===== src/rtl/spikegen.sv =====
// spikegen: rate-to-spike encoder.
// Each slow_clk period, takes rate_in and emits that many fixed-width pulses on
// fast_clk. The pulses are spread evenly across the last measured period
// using a centred DDA.
// Ports:
//   fast_clk    - sole clock, rising edge
//   reset       - asynchronous, active-low
//   slow_clk    - period reference, asynchronous to fast_clk
//   rate_in     - spikes requested for the coming period, sampled on tick
//   spike       - registered spike train
//   emitted_cnt - spikes started in the last completed period
//   period_len  - last measured period in fast_clk cycles
//   drop_flag   - last completed period lost or clamped spikes
module spikegen #(
  parameter int unsigned PULSE_W = 1,
  parameter int unsigned GAP_W   = 1,
  parameter int unsigned CNT_W   = 32,
  parameter int unsigned PER_W   = 24,
  parameter int unsigned PEND_W  = 16
) (
  input  logic             fast_clk,
  input  logic             reset,
  input  logic             slow_clk,
  input  logic [CNT_W-1:0] rate_in,
  output logic             spike,
  output logic [CNT_W-1:0] emitted_cnt,
  output logic [PER_W-1:0] period_len,
  output logic             drop_flag
);

  localparam int unsigned MW = (CNT_W > PER_W) ? CNT_W : PER_W;
  localparam int unsigned HW = (PULSE_W > GAP_W) ? PULSE_W : GAP_W;
  localparam int unsigned SW = $clog2(HW + 1);

  typedef enum logic [1:0] {IDLE, HIGH, LOW} state_t;

  logic              sync1, sync2, sync3;
  logic              tick;
  logic [PER_W-1:0]  pcnt;
  logic              seen_tick, period_valid;
  logic [PER_W-1:0]  n_rate;
  logic              clamp;
  logic [PER_W:0]    acc;
  logic [PEND_W-1:0] pending;
  logic              ovf;
  logic [CNT_W-1:0]  ecnt;
  state_t            state;
  logic [SW-1:0]     scnt;

  logic [PER_W-1:0]  p_meas, n_new, dda_p, dda_n;
  logic [PER_W:0]    dda_base, dda_sum, acc_next;
  logic              gen_en, clamp_new, req, free, accept;

  assign tick = sync2 & ~sync3;

  always_comb begin
    p_meas    = (&pcnt) ? pcnt : pcnt + PER_W'(1);
    // Generation starts on the tick that makes the period measurement valid.
    gen_en    = tick ? (seen_tick | period_valid) : period_valid;
    clamp_new = MW'(rate_in) > MW'(p_meas);
    n_new     = '0;
    if (gen_en) n_new = clamp_new ? p_meas : PER_W'(rate_in);
    dda_p     = tick ? p_meas : period_len;
    dda_n     = tick ? n_new : n_rate;
    dda_base  = tick ? {1'b0, p_meas >> 1} : acc;
    dda_sum   = dda_base + {1'b0, dda_n};
    req       = gen_en && (dda_sum >= {1'b0, dda_p});
    acc_next  = req ? dda_sum - {1'b0, dda_p} : dda_sum;
    free      = (state == IDLE) || ((state == LOW) && (scnt == SW'(GAP_W - 1)));
    // Backlog of the ending period is discarded on tick, so only a fresh
    // request can start a pulse in the tick cycle.
    accept    = free && (req || (!tick && (pending != '0)));
  end

  always_ff @(posedge fast_clk or negedge reset) begin
    if (!reset) begin
      sync1        <= 1'b0;
      sync2        <= 1'b0;
      sync3        <= 1'b0;
      pcnt         <= '0;
      period_len   <= '0;
      seen_tick    <= 1'b0;
      period_valid <= 1'b0;
      n_rate       <= '0;
      clamp        <= 1'b0;
      acc          <= '0;
      pending      <= '0;
      ovf          <= 1'b0;
      ecnt         <= '0;
      emitted_cnt  <= '0;
      drop_flag    <= 1'b0;
    end else begin
      sync1 <= slow_clk;
      sync2 <= sync1;
      sync3 <= sync2;
      acc   <= acc_next;
      if (tick) begin
        pcnt        <= '0;
        period_len  <= p_meas;
        seen_tick   <= 1'b1;
        if (seen_tick) period_valid <= 1'b1;
        n_rate      <= n_new;
        clamp       <= gen_en & clamp_new;
        drop_flag   <= clamp | ovf | (pending != '0);
        emitted_cnt <= ecnt;
        ecnt        <= CNT_W'(accept);
        ovf         <= 1'b0;
        // A tick-cycle request that finds the shaper busy belongs to the new
        // period and is kept as its first pending spike.
        pending     <= PEND_W'(req && !accept);
      end else begin
        pcnt <= (&pcnt) ? pcnt : pcnt + PER_W'(1);
        ecnt <= ecnt + CNT_W'(accept);
        if (req && !accept) begin
          if (&pending) ovf <= 1'b1;
          else          pending <= pending + PEND_W'(1);
        end else if (!req && accept) begin
          pending <= pending - PEND_W'(1);
        end
      end
    end
  end

  always_ff @(posedge fast_clk or negedge reset) begin
    if (!reset) begin
      state <= IDLE;
      scnt  <= '0;
      spike <= 1'b0;
    end else begin
      case (state)
        IDLE: begin
          if (accept) begin
            state <= HIGH;
            scnt  <= '0;
            spike <= 1'b1;
          end
        end
        HIGH: begin
          if (scnt == SW'(PULSE_W - 1)) begin
            state <= LOW;
            scnt  <= '0;
            spike <= 1'b0;
          end else begin
            scnt <= scnt + SW'(1);
          end
        end
        LOW: begin
          if (scnt == SW'(GAP_W - 1)) begin
            scnt <= '0;
            if (accept) begin
              state <= HIGH;
              spike <= 1'b1;
            end else begin
              state <= IDLE;
            end
          end else begin
            scnt <= scnt + SW'(1);
          end
        end
        default: begin
          state <= IDLE;
          scnt  <= '0;
          spike <= 1'b0;
        end
      endcase
    end
  end

endmodule


===== config.mk =====
export PLATFORM = sky130hd
export DESIGN_NAME = spikegen
export DESIGN_NICKNAME = d
export VERILOG_FILES = /design/src/rtl/spikegen.sv
export SDC_FILE = /design/constraint.sdc
export NUM_CORES = 1
export LEC_CHECK = 0
export CORE_MARGIN = 3
export CORE_UTILIZATION = 42
export DETAILED_ROUTE_END_ITERATION = 10
export MAX_ROUTING_LAYER = met4
export PLACE_DENSITY = 0.7
export SYNTH_ARGS = -nofsm -noshare
export SYNTH_HDL_FRONTEND = slang
export SYNTH_SLANG_ARGS = --single-unit

===== constraint.sdc =====
create_clock -name fast_clk -period 17.2 [get_ports fast_clk]
set_clock_uncertainty 0.2 [all_clocks]
set_input_delay 3.44 -clock fast_clk [delete_from_list [all_inputs] [get_ports fast_clk]]
set_output_delay 3.44 -clock fast_clk [all_outputs]
set_load 0.05 [all_outputs]

==> run_summary.xml, run 1 <==
<?xml version="1.0" encoding="UTF-8"?>
<metrics>
  <group name="synthesis">
    <metric name="synth_top_cells_by_area" unit="">sky130_fd_sc_hd__dfrtp_1, sky130_fd_sc_hd__ha_1, sky130_fd_sc_hd__nand2_1</metric>
    <metric name="postSynthCellCount" unit="">1326</metric>
    <metric name="ys_seq_elements" unit="">187</metric>
    <metric name="synth-edff-count" unit="">0</metric>
    <metric name="synth_nets" unit="">1449</metric>
    <metric name="synth_warnings" unit="">0</metric>
    <metric name="synth.largest_area_cell" unit="">sky130_fd_sc_hd__dfrtp_1</metric>
    <metric name="share_of_the_synthesized_area_in_the_top_cell_type" unit="%">40.2</metric>
    <metric name="synthDistinctLibCells" unit="">69</metric>
    <metric name="average_cell_area_after_synthesis" unit="µm²">8.78</metric>
    <metric name="synthArstFlopShare" unit="%">100</metric>
    <metric name="synth_top_flop_cell" unit="">sky130_fd_sc_hd__dfrtp_1</metric>
    <metric name="synth.yosys.seq_area_share" unit="%">40.2</metric>
    <metric name="synth_area" unit="mm²">0.0116</metric>
  </group>
  <group name="timing">
    <metric name="fin_crit_period" unit="ns">13.02</metric>
    <metric name="rsz0062_at_grt" unit="">no</metric>
    <metric name="timing.final.ws_setup" unit="ns">4.18</metric>
    <metric name="timing.max_slew.rel_slack" unit="%">34.1</metric>
    <metric name="max_freq" unit="GHz">0.0768</metric>
    <metric name="timing_worst_slew_pin_value" unit="ns">0.988</metric>
    <metric name="setup-tns-final" unit="ns">0</metric>
    <metric name="post-route-period-util" unit="%">75.7</metric>
    <metric name="final-max-slew-violation-count" unit="">0</metric>
    <metric name="timing.final.hold_violations" unit="">0</metric>
    <metric name="timing.final.setup_violations" unit="">0</metric>
  </group>
  <group name="detailed_routing">
    <metric name="wl_per_cell" unit="µm">16.1</metric>
    <metric name="wl" unit="µm">28600</metric>
    <metric name="ant_nets" unit="">0</metric>
    <metric name="vias" unit="">9636</metric>
    <metric name="drt_iter0_drc" unit="">784</metric>
    <metric name="first_pass_iters" unit="">5</metric>
    <metric name="detail_route.vias_per_cell" unit="">5.43</metric>
    <metric name="total_drc_errors_in_the_routed_layout" unit="">0</metric>
  </group>
  <group name="final_layout">
    <metric name="drive_gt1_share" unit="%">4.93</metric>
    <metric name="layoutNonFillerInstCount" unit="">1773</metric>
    <metric name="synthToLayoutAreaGrowth" unit="%">16.1</metric>
    <metric name="final_cell_mix" unit="">sky130_fd_sc_hd__nand2_1, sky130_fd_sc_hd__dfrtp_1, sky130_fd_sc_hd__nor2_1</metric>
    <metric name="sequential_cell_area" unit="mm²">0.00468</metric>
    <metric name="final_common_cell" unit="">sky130_fd_sc_hd__nand2_1</metric>
    <metric name="number_of_filler_instances_in_the_final_layout" unit="">2507</metric>
    <metric name="final_nets" unit="">1511</metric>
    <metric name="insertedDiodeCount" unit="">0</metric>
    <metric name="multi_input_area" unit="mm²">0.00656</metric>
  </group>
  <group name="worst_setup_path">
    <metric name="rrSetupSlack" unit="ns">5.50</metric>
    <metric name="crit_cells" unit="">48</metric>
    <metric name="cp_slowest_stage_delay" unit="ns">0.48</metric>
    <metric name="critical_path.n_buffers_inverters" unit="">3</metric>
    <metric name="worst-r2r-cell-count" unit="">54</metric>
    <metric name="crit-reg2reg-launch" unit="">pcnt[3]</metric>
    <metric name="cp.arrival" unit="ns">13.19</metric>
    <metric name="worst_path_dominant_cell_family" unit="">compound AO/OA/AOI/OAI gates</metric>
    <metric name="timing.critical_path.fanout_max" unit="">47</metric>
    <metric name="setup.worst_path.start" unit="">rate_in[9]</metric>
    <metric name="cp-endpoint" unit="">pending[15]</metric>
    <metric name="class_of_the_most_critical_setup_path" unit="">input port to flop</metric>
    <metric name="worstSetupEndpointType" unit="">flop</metric>
    <metric name="slowest_stage" unit="">sky130_fd_sc_hd__clkdlybuf4s50_1</metric>
    <metric name="crit-reg2reg-capture" unit="">pending[15]</metric>
    <metric name="cp-start-kind" unit="">input port</metric>
    <metric name="critPathRequiredTime" unit="ns">17.38</metric>
  </group>
  <group name="clock_network">
    <metric name="cts.clk_slew.worst_paths" unit="ns">0.08</metric>
    <metric name="cts.path.max_buffers" unit="">2</metric>
    <metric name="cts_tree" unit="">yes</metric>
    <metric name="clock-root-buffer" unit="">sky130_fd_sc_hd__clkbuf_16</metric>
    <metric name="numCtsBuffers" unit="">17</metric>
    <metric name="cts.repair.resized" unit="">0</metric>
    <metric name="worstSkewPairLatency" unit="ns">0.43</metric>
    <metric name="tritoncts_num_sinks" unit="">187</metric>
    <metric name="htreeDepth" unit="">4</metric>
    <metric name="cts_post_setup_buffers_inserted" unit="">0</metric>
    <metric name="hold_buffer_count_at_cts" unit="">0</metric>
  </group>
  <group name="global_routing">
    <metric name="grt_pass1_wl" unit="µm">47200</metric>
    <metric name="first_global_vias" unit="">9442</metric>
    <metric name="grt_max_degree" unit="">184</metric>
    <metric name="grtUsageMet1" unit="%">27.3</metric>
    <metric name="grt_usage" unit="%">20.2</metric>
    <metric name="grt.met3_usage" unit="%">2.65</metric>
    <metric name="grt_remaining_overflow" unit="">0</metric>
    <metric name="initial_antenna_violation_count" unit="">0</metric>
    <metric name="top_usage_layer" unit="">met2</metric>
    <metric name="groute.layer.met2.usage" unit="%">31.6</metric>
  </group>
  <group name="die">
    <metric name="core-area" unit="mm²">0.0271</metric>
    <metric name="die-area" unit="mm²">0.0297</metric>
    <metric name="floorplan.initialDensity" unit="%">42.9</metric>
    <metric name="placementRows" unit="">60</metric>
    <metric name="die_w" unit="µm">172</metric>
    <metric name="floorplan_die_height" unit="µm">172</metric>
    <metric name="pin_count" unit="">93</metric>
  </group>
  <group name="outcome">
    <metric name="status" unit="">finished, final reports clean</metric>
  </group>
  <group name="placement">
    <metric name="numPortBuffers" unit="">92</metric>
    <metric name="dp_worst_setup_slack" unit="ns">3.91</metric>
    <metric name="gp_congestion" unit="">0.926</metric>
    <metric name="detailedPlacementHpwl" unit="µm">20700</metric>
    <metric name="dpl.cell_count" unit="">1741</metric>
  </group>
  <group name="run">
    <metric name="max-cap-violations" unit="">0</metric>
  </group>
  <group name="worst_hold_path">
    <metric name="min-delay-path-class" unit="">flop to flop</metric>
    <metric name="min_path_cells" unit="">0</metric>
  </group>
  <group name="power_and_ir_drop">
    <metric name="power_density" unit="mW/mm²">156</metric>
    <metric name="ir_drop" unit="V">0.0000721</metric>
    <metric name="design_power_total" unit="µW">2110</metric>
    <metric name="total_leakage_power" unit="µW">0.00616</metric>
  </group>
</metrics>
-- sequential cells by signal (all words and copies together), names as in the netlist --
name and cells:
spike 1, sync2 1, ovf 1, emitted_cnt 32, seen_tick 1, sync1 1
pending 16, ecnt 32, state 1, period_valid 1, period_len 24, drop_flag 1
clamp 1, sync3 1, pcnt 24, acc 25, n_rate 24
-- worst reg2reg max path: cells and delay by family, from the launching register on --
| family | cells | cell delay, ns |
|---|---|---|
| compound gates | 29 | 5.48 |
| simple gates | 16 | 2.61 |
| fa+ha+maj | 5 | 1.73 |
| buf+inv | 2 | 0.69 |
| xor+xnor | 2 | 0.50 |
| flops | 1 | 0.44 |
-- per-stage QoR --
stage	hold slack (ns)	area (µm²)	utilization (%)
3_5_place_dp	0.139	12900	47.5
2_1_floorplan	0.131	11600	-
3_3_place_gp	0.143	12900	47.5
5_1_grt	0.173	13500	49.9
6_report	0.166	13500	49.9
4_1_cts	0.158	13500	49.9
-- synthesized netlist by cell type, types with 3 or more instances --
| master | instances |
|---|---|
| sky130_fd_sc_hd__buf_2 | 3 |
| sky130_fd_sc_hd__and2_1 | 12 |
| sky130_fd_sc_hd__o31a_1 | 3 |
| sky130_fd_sc_hd__mux2_2 | 5 |
| sky130_fd_sc_hd__or3_1 | 8 |
| sky130_fd_sc_hd__nand2_1 | 234 |
| sky130_fd_sc_hd__a31o_2 | 3 |
| sky130_fd_sc_hd__xor2_1 | 55 |
| sky130_fd_sc_hd__o21ai_0 | 79 |
| sky130_fd_sc_hd__and3_1 | 18 |
| sky130_fd_sc_hd__o21a_1 | 29 |
| sky130_fd_sc_hd__nand4_1 | 48 |
| sky130_fd_sc_hd__dfrtp_1 | 187 |
| sky130_fd_sc_hd__nand3_1 | 36 |
| sky130_fd_sc_hd__o211ai_1 | 3 |
| sky130_fd_sc_hd__nor3_1 | 17 |
| sky130_fd_sc_hd__o31ai_1 | 5 |
| sky130_fd_sc_hd__buf_1 | 4 |
| sky130_fd_sc_hd__nor2_1 | 118 |
| sky130_fd_sc_hd__and4_1 | 5 |
| sky130_fd_sc_hd__ha_1 | 86 |
| sky130_fd_sc_hd__a21o_1 | 34 |
| sky130_fd_sc_hd__or2_2 | 8 |
| sky130_fd_sc_hd__xnor2_1 | 48 |
| sky130_fd_sc_hd__a221oi_1 | 3 |
| sky130_fd_sc_hd__a211oi_1 | 4 |
| sky130_fd_sc_hd__a31oi_1 | 5 |
| sky130_fd_sc_hd__o21bai_1 | 9 |
| sky130_fd_sc_hd__nor2b_1 | 10 |
| sky130_fd_sc_hd__a21oi_1 | 65 |
| sky130_fd_sc_hd__o311ai_0 | 22 |
| sky130_fd_sc_hd__maj3_1 | 4 |
| sky130_fd_sc_hd__inv_1 | 45 |
| sky130_fd_sc_hd__mux2i_1 | 4 |
| sky130_fd_sc_hd__nor4_1 | 9 |
| sky130_fd_sc_hd__o21ai_1 | 3 |
| sky130_fd_sc_hd__clkbuf_1 | 46 |
| sky130_fd_sc_hd__nand2b_1 | 9 |
-- where the power goes --
| group | leakage [µW] | internal [µW] | switching [µW] |
|---|---|---|---|
| combinational | 0.00340 | 468 | 658 |
| clock | 0.000305 | 203 | 208 |
| sequential | 0.00245 | 520 | 53.0 |
| total | 0.00616 | 1190 | 918 |
-- layer usage --
metal	share of wire (%)	up-vias
li1	-	4792
met1	47	4587
met2	47	211
met3	3.7	46
met4	2.6	0
met5	0	-
-- kinds of logic after synthesis --
family / share of synthesized area [%]
AO/OA/AOI/OAI: 16.5
buffers and inverters: 3.51
XOR/XNOR: 7.89
adder cells (fa/ha/maj): 9.94
multiplexers: 0.828
AND/OR/NAND/NOR: 21.2
flip-flops: 40.2
-- layout make-up --
cell class / count / share of cell area, %
Timing Repair Buffer: 99 / 7.32
Clock buffer: 17 / 3.15
Sequential cell: 187 / 34.6
Tap cell: 372 / 3.44
Inverter: 46 / 1.31
Multi-Input combinational cell: 1037 / 48.6
Clock inverter: 15 / 1.56
-- worst min path at each step --
stage	from	end	slack, ns
floorplan	sync1	sync2	0.13
global placement	sync1	sync2	0.14
CTS	sync1	sync2	0.16
global route	sync1	sync2	0.17
finish	sync1	sync2	0.17
detailed placement	sync1	sync2	0.14
Power figures use the tool's default switching activity.
==> run 2: changes to the inputs <==
clock period = 13.5 ns   (was 17.2 ns; I/O delays follow)
==> run 2 against run 1 <==
Effect of this change: global-route usage increased by 0.33 points; clock-buffer cell count unchanged; register-to-register slack got worse by 3.5 ns; routed wire length about the same; non-clock buffer count unchanged; total power increased by 27%; clock power increased by 29%; final cell count unchanged; hold slack got worse by 0.021 ns; die area unchanged; via count decreased by 0.35%; utilization about the same; critical path type unchanged; critical endpoint unchanged; highest routed layer unchanged.
==> run_summary.xml, run 2 (synthesis results as in run 1) <==
<?xml version="1.0" encoding="UTF-8"?>
<metrics>
  <group name="power_and_ir_drop">
    <metric name="ir_drop" unit="V">0.0000919</metric>
    <metric name="power.sequential.fraction" unit="%">27.3</metric>
    <metric name="clock_power_share" unit="%">19.7</metric>
    <metric name="total_leakage_power" unit="µW">0.00616</metric>
    <metric name="p_sw" unit="µW">1170</metric>
    <metric name="share_comb_of_total_power" unit="%">53.0</metric>
    <metric name="p_int" unit="µW">1520</metric>
    <metric name="switching_share" unit="%">43.5</metric>
    <metric name="power_density" unit="mW/mm²">199</metric>
  </group>
  <group name="die">
    <metric name="core-area" unit="mm²">0.0271</metric>
    <metric name="floorplan_die_height" unit="µm">172</metric>
    <metric name="floorplan.initialDensity" unit="%">42.9</metric>
    <metric name="die-area" unit="mm²">0.0297</metric>
    <metric name="pin_count" unit="">93</metric>
    <metric name="die_w" unit="µm">172</metric>
    <metric name="placementRows" unit="">60</metric>
  </group>
  <group name="worst_setup_path">
    <metric name="timing.critical_path.fanout_max" unit="">11</metric>
    <metric name="cp.arrival" unit="ns">12.14</metric>
    <metric name="cp_slowest_stage_delay" unit="ns">0.50</metric>
    <metric name="slowest_stage" unit="">sky130_fd_sc_hd__clkdlybuf4s50_1</metric>
    <metric name="worstSetupEndpointType" unit="">flop</metric>
    <metric name="critPathRequiredTime" unit="ns">13.68</metric>
    <metric name="class_of_the_most_critical_setup_path" unit="">input port to flop</metric>
    <metric name="cp-start-kind" unit="">input port</metric>
  </group>
  <group name="timing">
    <metric name="post-route-period-util" unit="%">88.6</metric>
    <metric name="rsz0062_at_grt" unit="">no</metric>
    <metric name="timing.final.setup_violations" unit="">0</metric>
    <metric name="timing.final.ws_setup" unit="ns">1.53</metric>
    <metric name="timing_worst_slew_pin_value" unit="ns">0.979</metric>
    <metric name="setup-tns-final" unit="ns">0</metric>
    <metric name="fin_crit_period" unit="ns">11.97</metric>
    <metric name="whs" unit="ns">0.145</metric>
    <metric name="timing.final.hold_violations" unit="">0</metric>
    <metric name="max_freq" unit="GHz">0.0836</metric>
    <metric name="timing.max_slew.rel_slack" unit="%">34.7</metric>
    <metric name="final-max-slew-violation-count" unit="">0</metric>
  </group>
  <group name="clock_network">
    <metric name="cts.repair.resized" unit="">0</metric>
    <metric name="hold_buffer_count_at_cts" unit="">0</metric>
    <metric name="tritoncts_num_sinks" unit="">187</metric>
    <metric name="worstSkewPairLatency" unit="ns">0.45</metric>
    <metric name="cts_post_setup_buffers_inserted" unit="">0</metric>
    <metric name="numCtsBuffers" unit="">17</metric>
    <metric name="cts.clk_slew.worst_paths" unit="ns">0.08</metric>
    <metric name="cts_tree" unit="">yes</metric>
    <metric name="clock-root-buffer" unit="">sky130_fd_sc_hd__clkbuf_16</metric>
    <metric name="cts.path.max_buffers" unit="">2</metric>
    <metric name="htreeDepth" unit="">4</metric>
  </group>
  <group name="outcome">
    <metric name="status" unit="">finished, final reports clean</metric>
  </group>
  <group name="final_layout">
    <metric name="insertedDiodeCount" unit="">0</metric>
    <metric name="final_nets" unit="">1511</metric>
    <metric name="drive_gt1_share" unit="%">4.93</metric>
    <metric name="synthToLayoutAreaGrowth" unit="%">16.2</metric>
    <metric name="largest_registers" unit="">ecnt x32, emitted_cnt x32, acc x25</metric>
    <metric name="number_of_filler_instances_in_the_final_layout" unit="">2566</metric>
    <metric name="final_cell_mix" unit="">sky130_fd_sc_hd__nand2_1, sky130_fd_sc_hd__dfrtp_1, sky130_fd_sc_hd__nor2_1</metric>
    <metric name="sequential_cell_area" unit="mm²">0.00468</metric>
    <metric name="final_common_cell" unit="">sky130_fd_sc_hd__nand2_1</metric>
    <metric name="multi_input_area" unit="mm²">0.00656</metric>
    <metric name="layoutNonFillerInstCount" unit="">1773</metric>
  </group>
  <group name="global_routing">
    <metric name="grt_pass1_wl" unit="µm">47900</metric>
    <metric name="initial_antenna_violation_count" unit="">0</metric>
    <metric name="grt_max_degree" unit="">184</metric>
    <metric name="grt_usage" unit="%">20.5</metric>
    <metric name="first_global_vias" unit="">9679</metric>
    <metric name="grt_remaining_overflow" unit="">0</metric>
  </group>
  <group name="placement">
    <metric name="dpl.cell_count" unit="">1741</metric>
    <metric name="numPortBuffers" unit="">92</metric>
    <metric name="detailedPlacementHpwl" unit="µm">20700</metric>
    <metric name="dp_worst_setup_slack" unit="ns">1.18</metric>
    <metric name="gp_congestion" unit="">0.882</metric>
  </group>
  <group name="detailed_routing">
    <metric name="total_drc_errors_in_the_routed_layout" unit="">0</metric>
    <metric name="wl" unit="µm">28600</metric>
    <metric name="first_pass_iters" unit="">5</metric>
    <metric name="ant_nets" unit="">0</metric>
    <metric name="drt_iter0_drc" unit="">751</metric>
    <metric name="detail_route.vias_per_cell" unit="">5.42</metric>
    <metric name="wl_per_cell" unit="µm">16.1</metric>
    <metric name="vias" unit="">9602</metric>
  </group>
  <group name="run">
    <metric name="max-cap-violations" unit="">0</metric>
  </group>
  <group name="worst_hold_path">
    <metric name="min-delay-path-class" unit="">flop to flop</metric>
  </group>
</metrics>
run 2: cell count changes in the layout (fill, tap and decap cells not counted), sizes merged:
| cell | before | now |
|---|---|---|
| inv | 53 | 54 |
| clkinv | 8 | 7 |
run 2: final timing paths:
kind	start	to	slack (ns)	depth (start not counted)
max reg2reg	pcnt[0]	pending[15]	2.01	49
min reg2reg	sync1	sync2	0.15	0
min	sync1	sync2	0.15	0
max	rate_in[9]	pending[15]	1.53	47
max in group asynchronous	reset	pending[2]	9.35	2
min in group asynchronous	reset	sync3	2.15	1
run 2: per-layer routing:
layer  routed length [µm]  track usage (%)  vias to the layer above  part of all wire, %
met5                    0                -                        -                    0
met4                  601             5.69                        0                  2.1
met3                 1130             3.22                       39                  3.9
met2                13400             33.1                      247                   47
met1                13400             27.0                     4521                   47
li1                     -                -                     4795                    -
run 2: final cells by class:
type | count | area share, %
clock buffer | 17 | 3.15
clock inverter | 15 | 1.64
inverter | 46 | 1.31
multi-input combinational | 1037 | 48.5
sequential | 187 | 34.6
tap | 372 | 3.44
timing repair buffer | 99 | 7.32
run 2: power by group through the flow:
stage | combinational, µW | clock (µW) | sequential, µW
CTS | 1420 | 542 | 732
detailed placement | 1410 | 0 | 741
floorplan | 1080 | 0 | 768
global placement | 1380 | 0 | 739
global route | 1600 | 565 | 745
finish | 1420 | 530 | 733
run 2: per-stage QoR:
step | power, µW | cell area, µm² | util, %
2_1_floorplan | 1850 | 11600 | -
3_3_place_gp | 2120 | 12900 | 47.5
3_5_place_dp | 2150 | 12900 | 47.5
4_1_cts | 2690 | 13500 | 49.9
5_1_grt | 2910 | 13500 | 49.9
6_report | 2690 | 13500 | 49.9
run 2: critical path: cells and delay by family:
family / cells / cell delay [ns]
buf+inv: 2 / 0.82
xor+xnor: 1 / 0.16
simple gates: 9 / 1.01
compound gates: 30 / 5.70
fa+ha+maj: 5 / 1.75
